<file path="src/rtl/rx_parity_check.sv">
// ---------------------------------------------------------------------------
// rx_parity_check
//   UART receiver for 8E1 frames: start(0), 8 data bits LSB first,
//   one even-parity bit, one stop(1). The data byte and the error flags are
//   loaded one cycle after the stop-bit sample, with a one-cycle Rx_valid
//   pulse. Error frames still produce Rx_valid; the flags qualify them.
//
// Parameters
//   CLKS_PER_BIT : clock cycles per bit period (even, >= 4)
//
// Ports
//   clk        : clock, all state on rising edge
//   rst_n      : asynchronous active-low reset
//   Rx_line    : asynchronous serial input, idle high
//   Rx_data    : last received byte, held until the next Rx_valid
//   Rx_valid   : one-cycle pulse per completed frame
//   Parity_err : parity sample differs from XOR of Rx_data
//   Frame_err  : stop bit sampled low
//   Busy       : receiver FSM is not idle
// ---------------------------------------------------------------------------
module rx_parity_check #(
    parameter int CLKS_PER_BIT = 16
) (
    input  logic       clk,
    input  logic       rst_n,
    input  logic       Rx_line,
    output logic [7:0] Rx_data,
    output logic       Rx_valid,
    output logic       Parity_err,
    output logic       Frame_err,
    output logic       Busy
);

    localparam int CW = (CLKS_PER_BIT > 1) ? $clog2(CLKS_PER_BIT) : 1;

    // Compare values for the bit-period counter. The first sample lands half
    // a bit after the falling edge; every later sample is one full bit later.
    localparam logic [CW-1:0] HALF_M1 = CW'(CLKS_PER_BIT / 2 - 1);
    localparam logic [CW-1:0] FULL_M1 = CW'(CLKS_PER_BIT - 1);

    localparam logic [2:0] S_IDLE   = 3'd0;
    localparam logic [2:0] S_START  = 3'd1;
    localparam logic [2:0] S_DATA   = 3'd2;
    localparam logic [2:0] S_PARITY = 3'd3;
    localparam logic [2:0] S_STOP   = 3'd4;

    // Synchronizer and edge-detect copy; reset high so that a line that is
    // already idle does not look like a falling edge after reset.
    logic          rx_meta_q;
    logic          rx_s_q;
    logic          rx_dly_q;

    logic [2:0]    state_q,  state_d;
    logic [CW-1:0] cnt_q,    cnt_d;
    logic [2:0]    bit_q,    bit_d;
    logic [7:0]    shift_q,  shift_d;
    logic          par_q,    par_d;
    logic [7:0]    data_q,   data_d;
    logic          valid_q,  valid_d;
    logic          perr_q,   perr_d;
    logic          ferr_q,   ferr_d;

    logic          fall;
    logic          cnt_half;
    logic          cnt_full;

    always_ff @(posedge clk or negedge rst_n) begin
        if (!rst_n) begin
            rx_meta_q <= 1'b1;
            rx_s_q    <= 1'b1;
            rx_dly_q  <= 1'b1;
        end else begin
            rx_meta_q <= Rx_line;
            rx_s_q    <= rx_meta_q;
            rx_dly_q  <= rx_s_q;
        end
    end

    // Only a genuine 1->0 transition starts a frame; a line held low (break)
    // never re-triggers until it has gone high again.
    assign fall     = rx_dly_q & ~rx_s_q;
    assign cnt_half = (cnt_q == HALF_M1);
    assign cnt_full = (cnt_q == FULL_M1);

    always_comb begin
        state_d = state_q;
        cnt_d   = cnt_q;
        bit_d   = bit_q;
        shift_d = shift_q;
        par_d   = par_q;
        data_d  = data_q;
        valid_d = 1'b0;
        perr_d  = perr_q;
        ferr_d  = ferr_q;

        case (state_q)
            S_IDLE: begin
                cnt_d = '0;
                bit_d = 3'd0;
                if (fall) begin
                    state_d = S_START;
                end
            end

            // Mid-start check: a line already back high is a glitch, drop it
            // without touching the output registers.
            S_START: begin
                if (cnt_half) begin
                    cnt_d   = '0;
                    state_d = rx_s_q ? S_IDLE : S_DATA;
                end else begin
                    cnt_d = cnt_q + 1'b1;
                end
            end

            S_DATA: begin
                if (cnt_full) begin
                    cnt_d   = '0;
                    shift_d = {rx_s_q, shift_q[7:1]};
                    bit_d   = bit_q + 3'd1;
                    if (bit_q == 3'd7) begin
                        state_d = S_PARITY;
                    end
                end else begin
                    cnt_d = cnt_q + 1'b1;
                end
            end

            S_PARITY: begin
                if (cnt_full) begin
                    cnt_d   = '0;
                    par_d   = rx_s_q;
                    state_d = S_STOP;
                end else begin
                    cnt_d = cnt_q + 1'b1;
                end
            end

            // Frame completes at the mid-stop sample rather than the end of
            // the stop bit, so the FSM is idle in time for a back-to-back
            // start edge.
            S_STOP: begin
                if (cnt_full) begin
                    cnt_d   = '0;
                    data_d  = shift_q;
                    perr_d  = par_q ^ (^shift_q);
                    ferr_d  = ~rx_s_q;
                    valid_d = 1'b1;
                    state_d = S_IDLE;
                end else begin
                    cnt_d = cnt_q + 1'b1;
                end
            end

            default: begin
                state_d = S_IDLE;
                cnt_d   = '0;
            end
        endcase
    end

    always_ff @(posedge clk or negedge rst_n) begin
        if (!rst_n) begin
            state_q <= S_IDLE;
            cnt_q   <= '0;
            bit_q   <= 3'd0;
            shift_q <= 8'h00;
            par_q   <= 1'b0;
            data_q  <= 8'h00;
            valid_q <= 1'b0;
            perr_q  <= 1'b0;
            ferr_q  <= 1'b0;
        end else begin
            state_q <= state_d;
            cnt_q   <= cnt_d;
            bit_q   <= bit_d;
            shift_q <= shift_d;
            par_q   <= par_d;
            data_q  <= data_d;
            valid_q <= valid_d;
            perr_q  <= perr_d;
            ferr_q  <= ferr_d;
        end
    end

    assign Rx_data    = data_q;
    assign Rx_valid   = valid_q;
    assign Parity_err = perr_q;
    assign Frame_err  = ferr_q;
    assign Busy       = (state_q != S_IDLE);

endmodule
</file>
<file path="config.mk">
export PLATFORM = sky130hd
export DESIGN_NAME = rx_parity_check
export DESIGN_NICKNAME = d
export VERILOG_FILES = /design/src/rtl/rx_parity_check.sv
export SDC_FILE = /design/constraint.sdc
export NUM_CORES = 1
export LEC_CHECK = 0
export CAP_MARGIN = 20
export CORE_AREA = 4 4 69 71
export CTS_CLUSTER_SIZE = 16
export DETAILED_ROUTE_END_ITERATION = 8
export DIE_AREA = 0 0 73 75
export DONT_BUFFER_PORTS = 1
export SYNTH_ARGS = -nofsm -noshare
export SYNTH_HDL_FRONTEND = slang
export SYNTH_SLANG_ARGS = --single-unit
</file>
<file path="constraint.sdc">
create_clock -name clk -period 1.4 [get_ports clk]
set_input_delay 0.28 -clock clk [delete_from_list [all_inputs] [get_ports clk]]
set_output_delay 0.28 -clock clk [all_outputs]
set_load 0.02 [all_outputs]
</file>
==> out/metrics.cfg, run 1 <==
[outcome]
outcome = finished with violations
violations = setup timing

[sta]
hold_violations = 0
fin_ws_ps = -45.16
final-max-slew-violation-count = 0
fmax_mhz = 692.0
setup_violations = 8
fin_worst_skew_ps = 5.111
period_needed_ps = 1445
tns_ps = -106.3
slew-limit-headroom_pct = 81.91
max_slew.worst_pin.slew_ps = 269.7
rsz0062_at_grt = true
finalCritPeriodShare_pct = 103.2

[critical_path]
max_stage_delay_ps = 450
worstPathCellList = or3_4
crit_type = reg -> out
crit_slowest_cell = or3_4
crit_family = simple AND/OR/NAND/NOR gates
cp.arrival_ps = 1170
reg2reg_from = state_q[2]
start_kind = flop
startpoint = state_q[2]
crit_path_max_fanout = 4
critPathBufInv = 0
end_kind = output pin
cp.required_ps = 1120

[route]
drt_iter0_drc = 33
viasPerCell = 4.672
wl_per_cell_um = 14.24
dr.pass1.iters = 4
dr_total_vias = 869
finalWirelength_um = 2648
route.detailed.drc = 0
antenna_left = 0

[logic_synthesis]
synth.largest_area_cell = dfrtp_1
synth_cells = 104
syn_area_um2 = 1444
synth_cell_type_count = 28
synth.area.top_cells = dfrtp_1 (52%), mux2_4 (9.4%), mux2_2 (7.0%)
ys_seq_area_share_pct = 57.45
syn_area_per_cell_um2 = 13.88
mappedNetlistNets = 110
ys_ff_latch = 33
ys_warn_count = 0
yosysTopAreaCellShare_pct = 51.99

[run]
maxCapViolCount = 0

[place]
dp_cells = 164
dp_hpwl_um = 1656
preCtsSetupSlack_ps = -60.44
gp_congestion = 0.7652
portBuffers = 0

[cells_and_area]
final_cell_count_no_fill = 186
final_nets = 140
layout-drive-gt1-share_pct = 46.27
synthToLayoutAreaGrowth_pct = 27.04
final_util_pct = 43.32
antenna_cells = 0

[pwr]
p_leak_nw = 0.9248
power.density_nw_per_um2 = 989.3
total_power_w = 0.001815
ir_worst_vdd_mv = 0.5731

[clock_network]
path_clk_slew_ps = 60
cts-root-buf = clkbuf_8
cts_tree = done
htreeDepth = 2
numCtsBuffers = 5
clkLatencyLatePin_ps = 280
cts.sinks = 33
clockBufferDepth = 2

[global_route]
overflow = 0
grt_pass1_vias = 884
grt_pass1_wl_um = 4402
grt_antenna_before_repair = 0
grt_max_degree = 34
grt_usage_pct = 10.80

[hold_path]
hp-class = reg -> reg
min_from = rx_meta_q

[die]
dieArea_um2 = 5475
die_w_um = 73
initial_core_util_pct = 34.10
ios = 15
die_height_um = 75
core_region_area_um2 = 4234
num_rows = 24

-- flip-flops by register name (all words and copies together), names as in the netlist --
signal      flops
Frame_err       1
Parity_err      1
Rx_data         8
Rx_valid        1
bit_q           3
cnt_q           4
par_q           1
rx_dly_q        1
rx_meta_q       1
rx_s_q          1
shift_q         8
state_q         3
-- synthesized netlist by cell type (all sizes together) --
cell	number
dfrtp	30
mux2	18
o21ai	7
nor2	6
xnor2	6
nand2	5
nand3	5
xor2	4
buf	3
dfstp	3
ha	3
inv	3
and2	2
nor3b	2
a211oi	1
a22oi	1
and3	1
nand4b	1
nor3	1
or3	1
xnor3	1
-- area by class of cell --
class / instances / area, um^2
timing repair buffer: 24 / 205.2
multi-input combinational: 67 / 633.1
fill: 388 / 2400
tap: 52 / 65.06
sequential: 33 / 833.3
clock buffer: 7 / 86.33
inverter: 3 / 11.26
-- layer usage --
layer / vias up / share of wire (%) / GRT usage (%)
met2: 18 / 48 / 16.68
met5: - / 0 / 0
met3: 6 / 4.7 / 4.139
met4: 0 / 1.8 / 4.918
li1: 419 / - / -
met1: 426 / 46 / 13.43
-- path summary, 6_finish.rpt --
| check | endpoint | slack, ps | cells past startpoint |
|---|---|---|---|
| min reg2reg | rx_s_q | 360 | 0 |
| min | rx_s_q | 360 | 0 |
| max in group asynchronous | rx_dly_q | 720 | 2 |
| min in group asynchronous | Parity_err | 440 | 2 |
| max reg2reg | shift_q[4] | -20 | 4 |
| max | Busy | -50 | 1 |
-- where the power goes --
| part | leakage (nW) | internal [W] | switching [W] |
|---|---|---|---|
| clock network | 0.0443 | 0.000389 | 0.000314 |
| logic | 0.436 | 0.0000673 | 0.0000619 |
| registers | 0.444 | 0.000971 | 0.0000112 |
| total | 0.925 | 0.00143 | 0.000387 |
-- kinds of logic after synthesis --
kind of cell / count (synthesis) / share of synthesized area [%]
flops: 33 / 57.45
simple gates: 24 / 9.533
mux: 18 / 16.38
xor+xnor: 11 / 7.625
compound gates: 9 / 3.727
buf+inv: 6 / 2.686
fa+ha+maj: 3 / 2.600
-- what timing repair did --
action | CTS | global route
hold buffers | 3 | 0
gates resized for setup | 3 | 9
hold endpoints to repair | 34 | 0
pin swaps | 3 | 6
gates cloned | 1 | 1
buffers inserted | 2 | 8
setup endpoints to repair | 14 | 27
-- per-stage QoR --
step | hold slack, ps | area [um^2]
5_1_grt | 368.6 | 1834
3_5_place_dp | -14.65 | 1583
3_3_place_gp | -14.67 | 1583
2_1_floorplan | -15.59 | 1463
6_report | 361.1 | 1834
4_1_cts | 363.0 | 1740
-- placed cells by master (no fill, tap or decap), types with 4 or more instances in the layout --
cell	n
clkbuf_8	6
mux2_4	9
mux2_2	9
dfrtp_1	27
nand3_1	4
xnor2_1	6
buf_4	19
xor2_1	4
nand2_1	4
nor2_1	5
No activity file was read; power rests on OpenSTA's default activity.
==> run 2, diff against run 1 <==
Settings changed: ABC_AREA set to 1, CORE_AREA 4 4 69 71 to 4 4 70 72, DIE_AREA 0 0 73 75 to 0 0 74 76.
==> run 2 against run 1 <==
Against the previous run: total power increased by 34%; cell area increased by 2.5%; count of clock-buffer cells in the layout unchanged; the flow now finishes without violations; cell count increased by 28%; die area increased by 2.7%; sequential power increased by 10%; critical path depth increased by 3; critical path type unchanged; clock skew increased by 2.6 ps; fmax increased by 7.1%; combinational power increased to 4.4 times the previous value.
==> out/metrics.cfg, run 2 <==
[route]
finalWirelength_um = 2709  ; +2.3%
drt_iter0_drc = 48  ; +45%
route.detailed.drc = 0  ; unchanged
viasPerCell = 4.534  ; -3.0%
wl_per_cell_um = 11.38  ; -20%
antenna_left = 0  ; unchanged
dr_total_vias = 1079  ; +24%
dr.pass1.iters = 4  ; unchanged

[pwr]
switching_share_pct = 31.50  ; +10 points
p_leak_nw = 0.9265  ; +0.18%
intPower_w = 0.001671  ; +17%
p_comb_share_pct = 23.4  ; +16 points
switchingPower_w = 0.0007686  ; +99%
ir_worst_vdd_mv = 0.5679  ; -0.90%
p_seq_share_pct = 44.3  ; -9.8 points
power.density_nw_per_um2 = 1297  ; +31%
p_clk_share_pct = 32.3  ; -6.5 points

[hold_path]
min_from = rx_meta_q
hp-class = reg -> reg
hold_end = rx_s_q
min_delay_path_depth = 0  ; unchanged

[place]
dp_hpwl_um = 1825  ; +10%
dp_cells = 220  ; +34%
dpl_cell_area_um2 = 1619  ; +2.3%
portBuffers = 0  ; unchanged
gp_congestion = 0.7323  ; -4.3%

[critical_path]
crit_path_max_fanout = 4  ; unchanged
crit_type = reg -> out
cp.arrival_ps = 1070  ; -100 ps
reg2reg_depth = 9  ; +5
start_kind = flop
reg2reg_setup_slack_ps = 70  ; +90 ps
reg2reg_from = cnt_q[0]
startpoint = state_q[0]
rr_endpoint = shift_q[5]
end_kind = output pin
cp.required_ps = 1120  ; about the same

[clock_network]
cts.sinks = 33  ; unchanged
path_clk_slew_ps = 60  ; about the same
htreeDepth = 2  ; unchanged
cts_tree = done
clockBufferDepth = 2  ; unchanged
clkLatencyLatePin_ps = 280  ; about the same
cts-root-buf = clkbuf_8
numCtsBuffers = 5  ; unchanged

[global_route]
grt_usage_pct = 11.02  ; +0.21 points
overflow = 0  ; unchanged
grt_pass1_wl_um = 4788  ; +8.8%
grt_pass1_vias = 1062  ; +20%
grt_max_degree = 34  ; unchanged
grt_antenna_before_repair = 0  ; unchanged

[logic_synthesis]
async_flop_share_pct = 100.0  ; unchanged
synth.area.top_cells = dfrtp_1 (48%), nand2_1 (12%), o21ai_2 (10%)
ys_warn_count = 0  ; unchanged
ys_ff_latch = 33  ; unchanged
synth-edff-count = 0  ; unchanged
synth_cells = 169  ; +63%
synth.largest_area_cell = dfrtp_1
ys_top_cells_by_count = nand2_1 (51), dfrtp_1 (30), inv_1 (19), o21ai_2 (18)
synth_flop_cell = dfrtp_1
mappedNetlistNets = 175  ; +59%
yosysTopAreaCellShare_pct = 48.12  ; -3.9 points
synth_cell_type_count = 23  ; -18%
ys_seq_area_share_pct = 53.17  ; -4.3 points
synth_most_common_cell = nand2_1
syn_area_um2 = 1560  ; +8.1%
syn_area_per_cell_um2 = 9.232  ; -34%

[die]
ios = 15  ; unchanged
die_height_um = 76  ; +1.3%
initial_core_util_pct = 36.33  ; +2.2 points
dieArea_um2 = 5624  ; +2.7%
num_rows = 24  ; unchanged
die_w_um = 74  ; +1.4%
core_region_area_um2 = 4294  ; +1.4%

[cells_and_area]
final_cell_count_no_fill = 238  ; +28%
final_common_cell = nand2_1
layout-drive-gt1-share_pct = 32.80  ; -13 points
final_nets = 191  ; +36%
fin_area_um2 = 1881  ; +2.5%
synthToLayoutAreaGrowth_pct = 20.53
antenna_cells = 0  ; unchanged
final_cell_mix = nand2_1 (50), dfrtp_1 (29), o21ai_2 (18), inv_1 (15), nand3_1 (10)

[sta]
rsz0062_at_grt = true
fmax_mhz = 741.0  ; +7.1%
slew-limit-headroom_pct = 84.41  ; +2.5 points
tns_ps = 0  ; +106.3 ps
period_needed_ps = 1350  ; -95.57 ps
final-max-slew-violation-count = 0  ; unchanged
max_slew.worst_pin.slew_ps = 233.8  ; -35.87 ps
fin_worst_skew_ps = 7.759  ; +2.649 ps
setup_violations = 0  ; -8
hold_violations = 0  ; unchanged
finalCritPeriodShare_pct = 96.40  ; -6.8 points

[outcome]
outcome = complete, no violations

[run]
maxCapViolCount = 0  ; unchanged

-- run 2: changes by cell type in the layout (fill, tap and decap cells not counted), sizes merged, moves of 14 or more --
cell / change
o21ai: +16
inv: +21
buf: -14
mux2: -18
nand2: +49
-- run 2: worst max path at each step --
stage | depth (start not counted) | end
floorplan | 9 | bit_q[1]
global placement | 9 | shift_q[2]
detailed placement | 9 | shift_q[0]
CTS | 9 | shift_q[5]
global route | 9 | shift_q[4]
finish | 4 | Busy
-- run 2: metrics by stage --
step / util, % / hold WS (ps) / total power (W) / worst slack (ps)
detailed placement: 37.70 / -14.64 / 0.001500 / 22.12
CTS: 41.43 / 357.0 / 0.002377 / 5.769
finish: 43.79 / 356.2 / 0.002440 / 50.41
global route: 43.79 / 364.7 / 0.002608 / -33.68
global placement: 37.70 / -14.45 / 0.001495 / 33.20
floorplan: - / -15.59 / 0.001425 / 82.50
-- run 2: area by class of cell --
| cell class | instances | area, um^2 |
|---|---|---|
| Sequential cell | 33 | 830.8 |
| Fill cell | 403 | 2414 |
| Inverter | 24 | 97.59 |
| Timing Repair Buffer | 11 | 130.1 |
| Multi-Input combinational cell | 110 | 655.6 |
| Clock buffer | 7 | 96.34 |
| Tap cell | 52 | 65.06 |
| Clock inverter | 1 | 5.005 |
-- run 2: metal layers --
| metal | GRT usage, % | up-vias | wire (um) |
|---|---|---|---|
| met3 | 4.222 | 5 | 138 |
| li1 | - | 564 | - |
| met5 | 0 | - | 0 |
| met4 | 5.435 | 0 | 53 |
| met1 | 13.63 | 489 | 1248 |
| met2 | 16.49 | 21 | 1269 |
-- run 2: worst max-delay path: stages, from the launching register on --
cell and delay, ps:
dfrtp_1 400, inv_2 110, nand2_4 80, nor2_4 140
inv_4 70
-- run 2: power groups by stage --
stage	clock, W	sequential, W	combinational, W
floorplan	0	0.00108	0.000346
global placement	0	0.00109	0.000404
detailed placement	0	0.00109	0.000408
CTS	0.000823	0.00107	0.000483
global route	0.000876	0.00109	0.000645
finish	0.000789	0.00108	0.000570
-- run 2: repair_timing --
item	in CTS	in global routing
pin swaps	0	4
hold endpoints to repair	34	0
hold buffers	3	0
cloned	0	1
setup endpoints to repair	1	26
buffers inserted	2	4
gates resized for setup	4	13
-- run 2: kinds of logic after synthesis --
family / Yosys count / synth area share (%)
DFF: 33 / 53.17
buffers and inverters: 26 / 7.618
adders and majority gates: 3 / 2.406
xor gates and xnor gates: 2 / 1.123
and+or+nand+nor: 80 / 23.10
AOI/OAI and AO/OA: 25 / 12.59
==> run 3, diff against run 2 <==
Settings changed: CORE_AREA 4 4 70 72 to 2 2 68 70, DIE_AREA 0 0 74 76 to 0 0 70 72.
==> run 3 against run 2 <==
Against the previous run: worst setup slack improved by 1.5 ps; die area fell by 10%; combinational power rose by 2%; largest cell class unchanged.
==> out/metrics.cfg, run 3 (same netlist as run 2, synthesis figures left out) <==
[critical_path]
max_stage_delay_ps = 420  ; +20 ps
cp.arrival_ps = 1070  ; about the same
crit_type = reg -> out
reg2reg_setup_slack_ps = 100  ; +30 ps
critPathBufInv = 2  ; unchanged
worstPathCellList = inv_2 > nand2_4 > nor2_4 > inv_4
crit_family = flip-flops
cp.required_ps = 1120  ; about the same
crit_slowest_cell = dfrtp_2
end_kind = output pin
start_kind = flop
crit_path_max_fanout = 4  ; unchanged

[global_route]
grt_pass1_wl_um = 4857  ; +1.4%
grt_usage_pct = 12.59  ; +1.6 points
grt_antenna_before_repair = 0  ; unchanged
overflow = 0  ; unchanged
grt_pass1_vias = 1077  ; +1.4%
grt_max_degree = 34  ; unchanged

[sta]
period_needed_ps = 1348  ; -1.459 ps
finalCritPeriodShare_pct = 96.30  ; -0.10 points
setup_violations = 0  ; unchanged
fmax_mhz = 741.8  ; +0.11%
max_slew.worst_pin.slew_ps = 225.0  ; -8.749 ps
hold_violations = 0  ; unchanged
slew-limit-headroom_pct = 85.00  ; +0.58 points
rsz0062_at_grt = true
fin_worst_skew_ps = 5.531  ; -2.228 ps
final-max-slew-violation-count = 0  ; unchanged
timing.hold.ws_ps = 356.6  ; +0.4660 ps

[clock_network]
cts_tree = done
cts-root-buf = clkbuf_8
clockBufferDepth = 2  ; unchanged
htreeDepth = 2  ; unchanged
numCtsBuffers = 5  ; unchanged
cts.sinks = 33  ; unchanged
path_clk_slew_ps = 70  ; about the same
clkLatencyLatePin_ps = 280  ; about the same

[cells_and_area]
nFillCells = 423  ; +5.0%
final_common_cell = nand2_1
final_nets = 192  ; +0.52%
final_util_pct = 43.78  ; about the same
synthToLayoutAreaGrowth_pct = 19.65
multiInputGateArea_um2 = 631.9  ; -3.6%
seqCellArea_um2 = 830.8  ; unchanged
final_cell_mix = nand2_1 (51), dfrtp_1 (29), o21ai_2 (18), inv_1 (15), nand3_1 (10)
antenna_cells = 0  ; unchanged
layout-drive-gt1-share_pct = 31.55  ; -1.2 points

[hold_path]
hp-class = reg -> reg

[pwr]
power.density_nw_per_um2 = 1306  ; +0.66%
p_leak_nw = 0.9426  ; +1.7%
ir_worst_vdd_mv = 0.5700  ; +0.36%

[place]
portBuffers = 0  ; unchanged
dp_hpwl_um = 1835  ; +0.55%
gp_congestion = 0.8029  ; +9.6%

[route]
wl_per_cell_um = 11.37  ; -0.12%
dr.pass1.iters = 4  ; unchanged
finalWirelength_um = 2717  ; +0.30%
drt_iter0_drc = 86  ; +79%
dr_total_vias = 1084  ; +0.46%
antenna_left = 0  ; unchanged
route.detailed.drc = 0  ; unchanged
viasPerCell = 4.536  ; about the same

[outcome]
outcome = complete, no violations

[die]
ios = 15  ; unchanged
dieArea_um2 = 5040  ; -10%
die_height_um = 72  ; -5.3%
initial_core_util_pct = 36.59  ; +0.26 points
die_w_um = 70  ; -5.4%
num_rows = 24  ; unchanged
core_region_area_um2 = 4264  ; -0.70%

[run]
maxCapViolCount = 0  ; unchanged

run 3: path summary, 6_finish.rpt:
kind,end,depth (start not counted),start
worst max-delay path,Busy,4,state_q[2]
worst min-delay path,rx_s_q,0,rx_meta_q
worst max register to register,bit_q[0],9,cnt_q[0]
worst min register to register,rx_s_q,0,rx_meta_q
max in group asynchronous,rx_s_q,2,rst_n
min in group asynchronous,cnt_q[0],2,rst_n
run 3: power by group:
part           switching (W)  internal (W)  total, W
Clock               0.000337      0.000444  0.000781
Sequential         0.0000514       0.00102   0.00107
Combinational       0.000353      0.000230  0.000584
Total               0.000742       0.00170   0.00244
run 3: final cells by class:
class,count,share of cell area [%]
flip-flops and latches,33,44.50
multi-input cells,110,33.85
repair buffers,12,7.373
inverters,24,5.362
clock buffers,7,5.161
well taps,52,3.485
clock inverters,1,0.2681
run 3: timing repair:
action | CTS | global route
gates resized for setup | 4 | 9
cloned | 0 | 1
setup endpoints to repair | 1 | 18
hold buffers | 3 | 0
pin swaps | 0 | 1
setup buffers | 2 | 3
hold endpoints to repair | 34 | 0
run 3: per-layer routing:
layer	up-vias	routed length, um	global-route usage [%]
li1	560	-	-
met1	494	1280	15.51
met2	24	1230	18.94
met3	6	137	5.000
met4	0	69	7.051
met5	-	0	0
run 3: through the flow:
step           setup slack [ps]  cell area [um^2]  instances  TNS [ps]  power (W)
3_5_place_dp              39.68              1634        222         0   0.001542
2_1_floorplan             82.50              1560        169         0   0.001425
6_report                  51.87              1867        239         0   0.002438
3_3_place_gp              59.40              1634        222         0   0.001539
5_1_grt                  -2.613              1867        239    -2.613   0.002589
4_1_cts                   18.42              1794        235         0   0.002410
